### config.mk
export PLATFORM = sky130hd
export DESIGN_NAME = hazard_sequencer
export DESIGN_NICKNAME = d
export VERILOG_FILES = /design/src/rtl/pipeline_pkg.sv /design/src/rtl/hazard_sequencer_stall_counter.sv /design/src/rtl/hazard_sequencer.sv
export SDC_FILE = /design/constraint.sdc
export NUM_CORES = 1
export LEC_CHECK = 0
export BUFFER_PORTS_ARGS = -buffer_cell sky130_fd_sc_hd__buf_2
export CAP_MARGIN = 20
export CORE_MARGIN = 2
export CORE_UTILIZATION = 40
export DETAILED_ROUTE_END_ITERATION = 12
export PLACE_DENSITY = 0.7
export SLEW_MARGIN = 20
export SYNTH_ARGS = -nofsm -noshare
export SYNTH_HDL_FRONTEND = slang
export SYNTH_SLANG_ARGS = --single-unit
### constraint.sdc
create_clock -name clk -period 4.7 [get_ports clk]
set_input_delay 0.235 -clock clk [delete_from_list [all_inputs] [get_ports clk]]
set_output_delay 0.235 -clock clk [all_outputs]
set_load 0.01 [all_outputs]
### src/rtl/pipeline_pkg.sv
// Shared opcode encodings, sequencer states and decode-source helpers for the
// 4-bit-opcode core pipeline control logic.
package pipeline_pkg;

  localparam logic [3:0] OP_NOP  = 4'b0000;
  localparam logic [3:0] OP_B    = 4'b0001;
  localparam logic [3:0] OP_BEQ  = 4'b0010;
  localparam logic [3:0] OP_BLT  = 4'b0011;
  localparam logic [3:0] OP_LDW  = 4'b0100;
  localparam logic [3:0] OP_LDB  = 4'b0101;
  localparam logic [3:0] OP_STW  = 4'b0110;
  localparam logic [3:0] OP_STB  = 4'b0111;
  localparam logic [3:0] OP_ADD  = 4'b1000;
  localparam logic [3:0] OP_ADDI = 4'b1001;
  localparam logic [3:0] OP_SUB  = 4'b1010;
  localparam logic [3:0] OP_DIV  = 4'b1011;
  localparam logic [3:0] OP_SHL  = 4'b1100;

  typedef enum logic {
    RUN      = 1'b0,
    DIV_WAIT = 1'b1
  } seq_state_e;

  function automatic logic uses_rm(input logic [3:0] op);
    case (op)
      OP_ADD, OP_SUB, OP_DIV, OP_SHL,
      OP_STW, OP_STB, OP_BEQ, OP_BLT: uses_rm = 1'b1;
      default:                        uses_rm = 1'b0;
    endcase
  endfunction

  // Every instruction reading Rm also reads Rn; immediates and loads read Rn only.
  function automatic logic uses_rn(input logic [3:0] op);
    case (op)
      OP_ADDI, OP_LDW, OP_LDB: uses_rn = 1'b1;
      default:                 uses_rn = uses_rm(op);
    endcase
  endfunction

  function automatic logic is_branch(input logic [3:0] op);
    is_branch = (op == OP_B) || (op == OP_BEQ) || (op == OP_BLT);
  endfunction

  function automatic logic is_load(input logic [3:0] op);
    is_load = (op == OP_LDW) || (op == OP_LDB);
  endfunction

endpackage

### src/rtl/hazard_sequencer_stall_counter.sv
// Loadable 8-bit down-counter that times the divider hold; load wins over dec.
module stall_counter (
  input  logic       clk,
  input  logic       rst_n,
  input  logic       load,
  input  logic [7:0] load_val,
  input  logic       dec,
  output logic [7:0] cnt,
  output logic       zero
);

  logic [7:0] cnt_q;
  logic [7:0] cnt_d;

  always_comb begin
    cnt_d = cnt_q;
    if (load) begin
      cnt_d = load_val;
    end else if (dec && (cnt_q != 8'd0)) begin
      cnt_d = cnt_q - 8'd1;
    end
  end

  always_ff @(posedge clk or negedge rst_n) begin
    if (!rst_n) begin
      cnt_q <= 8'd0;
    end else begin
      cnt_q <= cnt_d;
    end
  end

  assign cnt  = cnt_q;
  assign zero = (cnt_q == 8'd0);

endmodule

### src/rtl/hazard_sequencer.sv
// Stall/flush sequencer for the F/D/E/M pipeline: taken-branch flush,
// load-use bubble and multi-cycle divide hold. Outputs are Mealy.
module hazard_sequencer
  import pipeline_pkg::*;
#(
  parameter int unsigned RA_W       = 4,
  parameter int unsigned DIV_CYCLES = 8
) (
  input  logic            clk,
  input  logic            rst_n,
  input  logic [3:0]      D_OpCode,
  input  logic [RA_W-1:0] D_Rn,
  input  logic [RA_W-1:0] D_Rm,
  input  logic [3:0]      E_OpCode,
  input  logic [RA_W-1:0] E_Rd,
  input  logic            E_BranchTaken,
  output logic            StallF,
  output logic            StallD,
  output logic            StallE,
  output logic            FlushD,
  output logic            FlushE,
  output logic            FlushM,
  output logic            DivStart,
  output logic            DivBusy,
  output logic            DivResultValid
);

  localparam logic [7:0] CNT_LOAD = 8'(DIV_CYCLES - 1);

  seq_state_e state_q;
  seq_state_e state_d;

  logic       cnt_load;
  logic       cnt_dec;
  logic [7:0] cnt;
  logic       cnt_zero;
  logic       load_use;

  stall_counter u_stall_counter (
    .clk      (clk),
    .rst_n    (rst_n),
    .load     (cnt_load),
    .load_val (CNT_LOAD),
    .dec      (cnt_dec),
    .cnt      (cnt),
    .zero     (cnt_zero)
  );

  assign load_use = is_load(E_OpCode) &&
                    ((uses_rn(D_OpCode) && (D_Rn == E_Rd)) ||
                     (uses_rm(D_OpCode) && (D_Rm == E_Rd)));

  always_ff @(posedge clk or negedge rst_n) begin
    if (!rst_n) begin
      state_q <= RUN;
    end else begin
      state_q <= state_d;
    end
  end

  always_comb begin
    state_d        = state_q;
    cnt_load       = 1'b0;
    cnt_dec        = 1'b0;
    StallF         = 1'b0;
    StallD         = 1'b0;
    StallE         = 1'b0;
    FlushD         = 1'b0;
    FlushE         = 1'b0;
    FlushM         = 1'b0;
    DivStart       = 1'b0;
    DivBusy        = 1'b0;
    DivResultValid = 1'b0;

    case (state_q)
      RUN: begin
        if (E_OpCode == OP_DIV) begin
          DivStart = 1'b1;
          StallF   = 1'b1;
          StallD   = 1'b1;
          StallE   = 1'b1;
          FlushM   = 1'b1;
          cnt_load = 1'b1;
          state_d  = DIV_WAIT;
        end else if (is_branch(E_OpCode) && E_BranchTaken) begin
          // A simultaneous load-use is moot: the D instruction is being discarded.
          FlushD = 1'b1;
          FlushE = 1'b1;
        end else if (load_use) begin
          StallF = 1'b1;
          StallD = 1'b1;
          FlushE = 1'b1;
        end
      end
      DIV_WAIT: begin
        DivBusy = 1'b1;
        if (!cnt_zero) begin
          StallF  = 1'b1;
          StallD  = 1'b1;
          StallE  = 1'b1;
          FlushM  = 1'b1;
          cnt_dec = 1'b1;
        end else begin
          DivResultValid = 1'b1;
          state_d        = RUN;
        end
      end
      default: state_d = RUN;
    endcase

    // Outputs are Mealy, so force them quiet while reset is held.
    if (!rst_n) begin
      state_d        = RUN;
      cnt_load       = 1'b0;
      cnt_dec        = 1'b0;
      StallF         = 1'b0;
      StallD         = 1'b0;
      StallE         = 1'b0;
      FlushD         = 1'b0;
      FlushE         = 1'b0;
      FlushM         = 1'b0;
      DivStart       = 1'b0;
      DivBusy        = 1'b0;
      DivResultValid = 1'b0;
    end
  end

endmodule

==> reports/qor.txt, run 1 <==
number of buffers inserted for hold repair after clock tree synthesis: 1
P_sw: 85.4 uW
count of placed standard cells including taps: 137
Clock Latency Late Sink: 0.26 ns
final hold violations: 0
largest fanout on the critical path: 6
via-per-instance ratio: 4.94
Worst setup SP type: flop
number of buffers on the longest clock path: 2
overall die height: 46.2 microns
total routing resource utilization after global routing: 17.5%
CTS Buf Count: 3
number of distinct library cells after synthesis: 31
number of antenna violations at the first check in global routing: 0
antenna cells: 0
cell chosen for the clock root: sky130_fd_sc_hd__clkbuf_4
number of nets in the finished design: 143
number of port buffers: 31
FF-to-FF path depth: 5
RR Endpoint: u_stall_counter.cnt[2]
number of endpoints failing setup at the final stage: 0
number of fill cells in the layout: 170
worst hold slack across all endpoints: 0.375 ns
Die Footprint: 2130 sq um
series of cell instances along the critical path: or4_4 -> or3_1 -> o21ai_1 -> a21oi_1 -> buf_2
DR pass1 iterations: 4
Max Cap Violations: 0
Required @ worst endpoint: 4.47 ns
clock tree from TritonCTS: built
Yosys reg bits: 9
classification of the worst setup path: reg -> out
horizontal die dimension: 46.2 microns
IO Pins: 32
initial core utilization: 41.7%
most common cell after layout, fill and taps aside: sky130_fd_sc_hd__buf_2
Fin Clk Skew: 0.0107 ns
Gates resized, CTS repair: 0
Synth-to-Final Area Change: 27.9%
sequential share of the synthesized area: 31.6%
Critical Path Sink Type: output pin
setup slack of the most critical reg-to-reg path: 2.85 ns
clk slew on worst S/H paths: 0.07 ns
vias in the first global route: 624
post-synthesis instance area: 712 sq um
Core Area: 1710 sq um
unrepaired setup endpoints after global routing: false
Final Cycle Share: 48.6%
residual antenna-violating net count after detailed routing: 0
weighted congestion at the end of routability-driven global placement: 0.876
max-slew violation total from the final report: 0
detailed router's first-iteration violation count: 20
maximum number of pins on one net before global-route repair: 15
Pwr Density: 271 nW/um^2
arrival time of data at the critical path endpoint: 2.05 ns
Synth Area per Inst: 8.38 sq um
Largest stage delay, worst path: 0.53 ns
cell with the largest stage delay on the worst path: sky130_fd_sc_hd__or4_4
global route overflow: 0
part of the total power dissipated in the clock network: 24.4%
worst setup path end: StallD
shortest clock period the worst path allows after layout: 2.28 ns
vias post-DR: 701
syn_nets: 110
FF-to-FF Start: u_stall_counter.cnt[3]
total negative slack for setup checks: 0 ns
leakage power figure: 0.432 nW
synthesized instance count: 85
layout cell share with drive strength beyond 1: 34.2%
part of the power in combinational logic: 29.7%
switch share: 34.6%
Worst-Margin Slew: 0.357 ns
status: complete, no violations
yosys synthesis warning count: 0
number of clock sinks: 9
wire length of the first global-routing pass: 2670 microns
H-tree depth: 1
sequential share of power: 45.9%
first element of the critical path: u_stall_counter.cnt[3]
routed len/inst: 11.2 microns
Non-Filler Instances: 142
cell internal power dissipation: 161 uW
final design utilization: 53.3%
worst ir drop on vdd: 0.154 mV
Slew Limit Headroom: 76.0%
DRC Markers: 0
half-perimeter wire length after detailed placement: 1300 microns
Max Clk Rate: 0.438 GHz
count of standard-cell rows: 15
final wirelength: 1590 microns
worst min-delay path category: in -> async
post-CTS setup buffers: 0
highest-count cells in the layout ignoring fill and taps: sky130_fd_sc_hd__buf_2 (31), sky130_fd_sc_hd__nor2_1 (13), sky130_fd_sc_hd__dfrtp_1 (9)
-- logic make-up after synthesis --
logic type	share of synthesized area, %
AND/OR/NAND/NOR	30.4
adder cells (fa/ha/maj)	3.51
buffers and inverters	5.97
AO/OA/AOI/OAI	13.7
flip-flops	31.6
XOR/XNOR	14.8
-- Yosys cell counts --
cell type,instances,area (sq um)
sky130_fd_sc_hd__a31oi_1,4,25.0
sky130_fd_sc_hd__o211ai_1,2,15.0
sky130_fd_sc_hd__xor2_1,6,52.6
sky130_fd_sc_hd__a21oi_1,4,20.0
sky130_fd_sc_hd__o31ai_1,1,7.51
sky130_fd_sc_hd__nor2_1,13,48.8
sky130_fd_sc_hd__or3_1,1,6.26
sky130_fd_sc_hd__and3_1,1,6.26
sky130_fd_sc_hd__o21ai_1,1,5.00
sky130_fd_sc_hd__ha_1,2,25.0
sky130_fd_sc_hd__o21a_1,1,7.51
sky130_fd_sc_hd__nor4_4,1,21.3
sky130_fd_sc_hd__nand2_1,7,26.3
sky130_fd_sc_hd__nor4b_1,1,8.76
sky130_fd_sc_hd__nand2b_2,1,8.76
sky130_fd_sc_hd__nor3_2,1,10.0
sky130_fd_sc_hd__nor3_1,3,15.0
sky130_fd_sc_hd__xnor2_1,6,52.6
sky130_fd_sc_hd__clkbuf_1,1,3.75
sky130_fd_sc_hd__inv_1,5,18.8
sky130_fd_sc_hd__o21ai_2,1,8.76
sky130_fd_sc_hd__o311ai_1,1,8.76
sky130_fd_sc_hd__or4_1,1,7.51
sky130_fd_sc_hd__buf_4,2,15.0
sky130_fd_sc_hd__dfrtp_1,9,225
sky130_fd_sc_hd__or4_4,1,11.3
sky130_fd_sc_hd__nand3_1,3,15.0
sky130_fd_sc_hd__nor3b_1,1,7.51
sky130_fd_sc_hd__nor4_1,2,12.5
sky130_fd_sc_hd__buf_2,1,5.00
sky130_fd_sc_hd__and4b_2,1,11.3
-- power by group through the flow --
stage | sequential, mW | combinational [mW] | clock, mW
4_1_cts | 0.113 | 0.0741 | 0.0620
5_1_grt | 0.116 | 0.0847 | 0.0672
3_3_place_gp | 0.113 | 0.0700 | 0
6_report | 0.113 | 0.0732 | 0.0601
3_5_place_dp | 0.115 | 0.0728 | 0
2_1_floorplan | 0.109 | 0.0492 | 0
-- metal layers --
layer | GRT usage [%] | vias to the layer above | wire length (microns)
met5 | 0 | - | 0
met4 | 1.71 | 0 | 7
met3 | 5.88 | 2 | 88
met2 | 26.1 | 19 | 719
met1 | 25.4 | 315 | 776
li1 | - | 365 | -
-- critical path: cells and delay by family, from the launching register on --
| kind | cells | cell delay [ns] |
|---|---|---|
| and+or+nand+nor | 2 | 0.98 |
| DFF | 1 | 0.43 |
| AOI/OAI and AO/OA | 2 | 0.24 |
| buffers and inverters | 1 | 0.15 |
-- registers in the layout (all words and copies together), names as in the netlist --
signal and cells:
state_q 1, u_stall_counter.cnt 8
-- worst min-delay path by stage --
| stage | from | to | slack, ns | cells past startpoint |
|---|---|---|---|---|
| after floorplan | rst_n | state_q | -0.06 | 0 |
| after global placement | rst_n | state_q | 0.13 | 1 |
| after detailed placement | rst_n | state_q | 0.13 | 1 |
| after CTS | rst_n | u_stall_counter.cnt[2] | 0.38 | 2 |
| after global routing | rst_n | state_q | 0.41 | 2 |
| final | rst_n | state_q | 0.37 | 2 |
-- cell type report --
type,instances,area (sq um),share of cell area [%]
Clock buffer,4,26.3,2.88
Inverter,5,18.8,2.06
Multi-Input combinational cell,67,444,48.8
Sequential cell,9,225,24.7
Tap cell,25,31.3,3.43
Timing Repair Buffer,32,165,18.1
-- through the flow --
stage	total power [mW]	instance area (sq um)	setup WS (ns)
floorplan	0.158	712	2.69
global placement	0.183	875	2.72
detailed placement	0.188	875	2.69
CTS	0.249	911	2.41
global route	0.268	911	2.31
finish	0.247	911	2.42
Note: power is estimated with default switching activity, not from simulation.
==> run 2, diff against run 1 <==
- ABC_AREA: default -> 1
- PLACE_DENSITY: 0.7 -> 0.69
- clock period: 4.7 -> 1.85 ns (I/O delays scaled with it)
==> reports/qor.txt, run 2 <==
status: complete, no violations
weighted congestion at the end of routability-driven global placement: 0.820
clock tree from TritonCTS: built
H-tree depth: 1
number of port buffers: 31
antenna cells: 0
Max Clk Rate: 0.590 GHz
Final Cycle Share: 91.6%
number of endpoints failing setup at the final stage: 0
sequential share of the synthesized area: 25.5%
highest-count cells in the layout ignoring fill and taps: sky130_fd_sc_hd__nand2_1 (57), sky130_fd_sc_hd__inv_1 (32), sky130_fd_sc_hd__buf_2 (31)
final hold violations: 0
switch share: 44.8%
most common cell after layout, fill and taps aside: sky130_fd_sc_hd__nand2_1
Yosys reg bits: 9
sequential share of power: 32.6%
Required @ worst endpoint: 1.76 ns
Critical Path Sink Type: output pin
count of standard-cell rows: 17
routed len/inst: 8.57 microns
Yosys top cell area share: 25.5%
yosys synthesis warning count: 0
overall die height: 51.0 microns
syn_nets: 179
FF-to-FF Start: u_stall_counter.cnt[0]
area of combinational cells with multiple inputs: 507 sq um
total negative slack for setup checks: 0 ns
count of placed standard cells including taps: 210
DR pass1 iterations: 4
number of buffers on the longest clock path: 2
Pwr Density: 924 nW/um^2
fraction of synthesis flops using an asynchronous set or reset pin: 100%
RR Endpoint: u_stall_counter.cnt[7]
Die Footprint: 2600 sq um
initial core utilization: 41.1%
max-slew violation total from the final report: 0
global route overflow: 0
Worst-Margin Slew: 0.270 ns
leading register cell type out of synthesis: sky130_fd_sc_hd__dfrtp_1
setup slack of the most critical reg-to-reg path: 0.38 ns
layout cell share with drive strength beyond 1: 25.1%
count leader, synth: sky130_fd_sc_hd__nand2_1
adder and majority gate portion of the synthesized area: 2.84%
Commonest cells post-synth: sky130_fd_sc_hd__nand2_1 (57), sky130_fd_sc_hd__inv_1 (32), sky130_fd_sc_hd__nor2_1 (15), sky130_fd_sc_hd__nand3_1 (10), sky130_fd_sc_hd__dfrtp_1 (9)
wire length of the first global-routing pass: 3250 microns
CTS Buf Count: 3
Non-Filler Instances: 219
worst slack, placed: 0.374 ns
area share of xor/xnor cells in the synthesized design: 0.993%
maximum number of pins on one net before global-route repair: 14
Slew Limit Headroom: 81.9%
number of synthesized flops with an enable pin: 0
cell type with the largest total area after synthesis: sky130_fd_sc_hd__dfrtp_1
post-synthesis simple-gate area fraction: 45.0%
final design utilization: 51.9%
part of the total power dissipated in the clock network: 15.0%
part of the power in combinational logic: 52.3%
portion of netlist area occupied by mux cells: 0%
detailed router's first-iteration violation count: 10
Fin Clk Skew: 0.00599 ns
Core Area: 2150 sq um
classification of the worst setup path: reg -> out
cell internal power dissipation: 568 uW
final wirelength: 1880 microns
Worst setup SP type: flop
synthesized instance count: 154
FF-to-FF path depth: 11
post-synthesis instance area: 882 sq um
IO Pins: 32
arrival time of data at the critical path endpoint: 1.60 ns
residual antenna-violating net count after detailed routing: 0
number of distinct library cells after synthesis: 20
Area contributors post-synth: sky130_fd_sc_hd__dfrtp_1 (26%), sky130_fd_sc_hd__nand2_1 (24%), sky130_fd_sc_hd__inv_1 (14%)
half-perimeter wire length after detailed placement: 1530 microns
Synth-to-Final Area Change: 26.4%
number of nets in the finished design: 217
vias in the first global route: 818
dominant combinational cell family by area after synthesis: simple AND/OR/NAND/NOR gates
worst min-delay path category: in -> async
Synth Area per Inst: 5.73 sq um
leakage power figure: 0.744 nW
cell chosen for the clock root: sky130_fd_sc_hd__clkbuf_4
clk slew on worst S/H paths: 0.06 ns
number of clock sinks: 9
Max Cap Violations: 0
via-per-instance ratio: 4.49
unrepaired setup endpoints after global routing: false
post-synthesis compound-gate area fraction: 8.65%
flip-flop count of the largest register after layout: 8
largest fanout on the critical path: 9
P_sw: 462 uW
horizontal die dimension: 51.0 microns
DRC Markers: 0
Clock Latency Late Sink: 0.27 ns
shortest clock period the worst path allows after layout: 1.69 ns
number of fill cells in the layout: 237
vias post-DR: 983
number of antenna violations at the first check in global routing: 0
worst ir drop on vdd: 0.771 mV
sequential cell area: 225 sq um
total routing resource utilization after global routing: 16.3%
Setup WS post-layout: 0.156 ns
run 2: cell count changes after synthesis, sizes merged, moves of 3 or more:
cell | previous run | this run
a21oi | 4 | 0
a31oi | 4 | 0
nand3 | 3 | 10
nor2 | 13 | 18
nand4 | 0 | 3
nand2 | 7 | 59
inv | 5 | 33
nor4 | 3 | 0
o21ai | 2 | 11
xor2 | 6 | 1
xnor2 | 6 | 0
run 2: power groups by stage:
stage / combinational, mW / clock, mW / sequential, mW
floorplan: 0.431 / 0 / 0.325
global placement: 0.524 / 0 / 0.337
detailed placement: 0.536 / 0 / 0.340
CTS: 0.542 / 0.160 / 0.336
global route: 0.644 / 0.171 / 0.348
finish: 0.539 / 0.155 / 0.336
run 2: critical path, cell delays in order (launching register included):
cell and delay, ns:
sky130_fd_sc_hd__dfrtp_1 0.34, sky130_fd_sc_hd__inv_1 0.08, sky130_fd_sc_hd__ha_1 0.20, sky130_fd_sc_hd__nand2_1 0.06, sky130_fd_sc_hd__inv_1 0.04, sky130_fd_sc_hd__nand2_1 0.08
sky130_fd_sc_hd__nor2_2 0.04, sky130_fd_sc_hd__nor2_2 0.14, sky130_fd_sc_hd__nand2_4 0.12, sky130_fd_sc_hd__nand2_1 0.11, sky130_fd_sc_hd__buf_2 0.13
run 2: cell families (layout without fill, tap and decap cells):
logic type / Yosys count / in the layout
buf+inv: 36 / 73
simple gates: 94 / 94
xor+xnor: 1 / 1
compound gates: 12 / 12
flops: 9 / 9
fa+ha+maj: 2 / 2
run 2: final cells by class:
type	count	share of cell area, %
timing repair buffer	36	17.5
inverter	33	11.3
clock buffer	4	2.36
multi-input combinational	109	45.5
sequential	9	20.2
tap	28	3.14
run 2: layer usage:
metal | GRT usage [%] | wire (microns) | up-vias
met5 | 0 | 0 | -
met4 | 9.46 | 29 | 0
met3 | 0.877 | 92 | 4
met2 | 26.8 | 828 | 22
met1 | 21.0 | 925 | 421
li1 | - | - | 536
run 2: how the worst max path moves through the flow:
stage                                 from     end  slack [ns]  cells past startpoint
global route        u_stall_counter.cnt[0]  StallF        0.02                     10
floorplan           u_stall_counter.cnt[0]  StallF        0.40                     11
detailed placement  u_stall_counter.cnt[0]  FlushM        0.37                     10
global placement    u_stall_counter.cnt[0]  StallE        0.42                     10
finish              u_stall_counter.cnt[0]  StallF        0.16                     10
CTS                 u_stall_counter.cnt[0]  FlushM        0.08                     10
run 2: through the flow:
stage	total power, mW	hold slack (ns)	area (sq um)
floorplan	0.756	-0.203	882
global placement	0.861	-0.0314	1050
detailed placement	0.876	-0.0281	1050
CTS	1.04	0.222	1080
global route	1.16	0.243	1110
finish	1.03	0.213	1110
run 2: what timing repair did:
| item | in CTS | in global routing |
|---|---|---|
| endpoints found under the setup margin | 0 | 4 |
| endpoints found under the hold margin | 9 | 0 |
| buffers inserted | 0 | 4 |
| gates resized for setup | 0 | 1 |
| hold buffers | 1 | 0 |
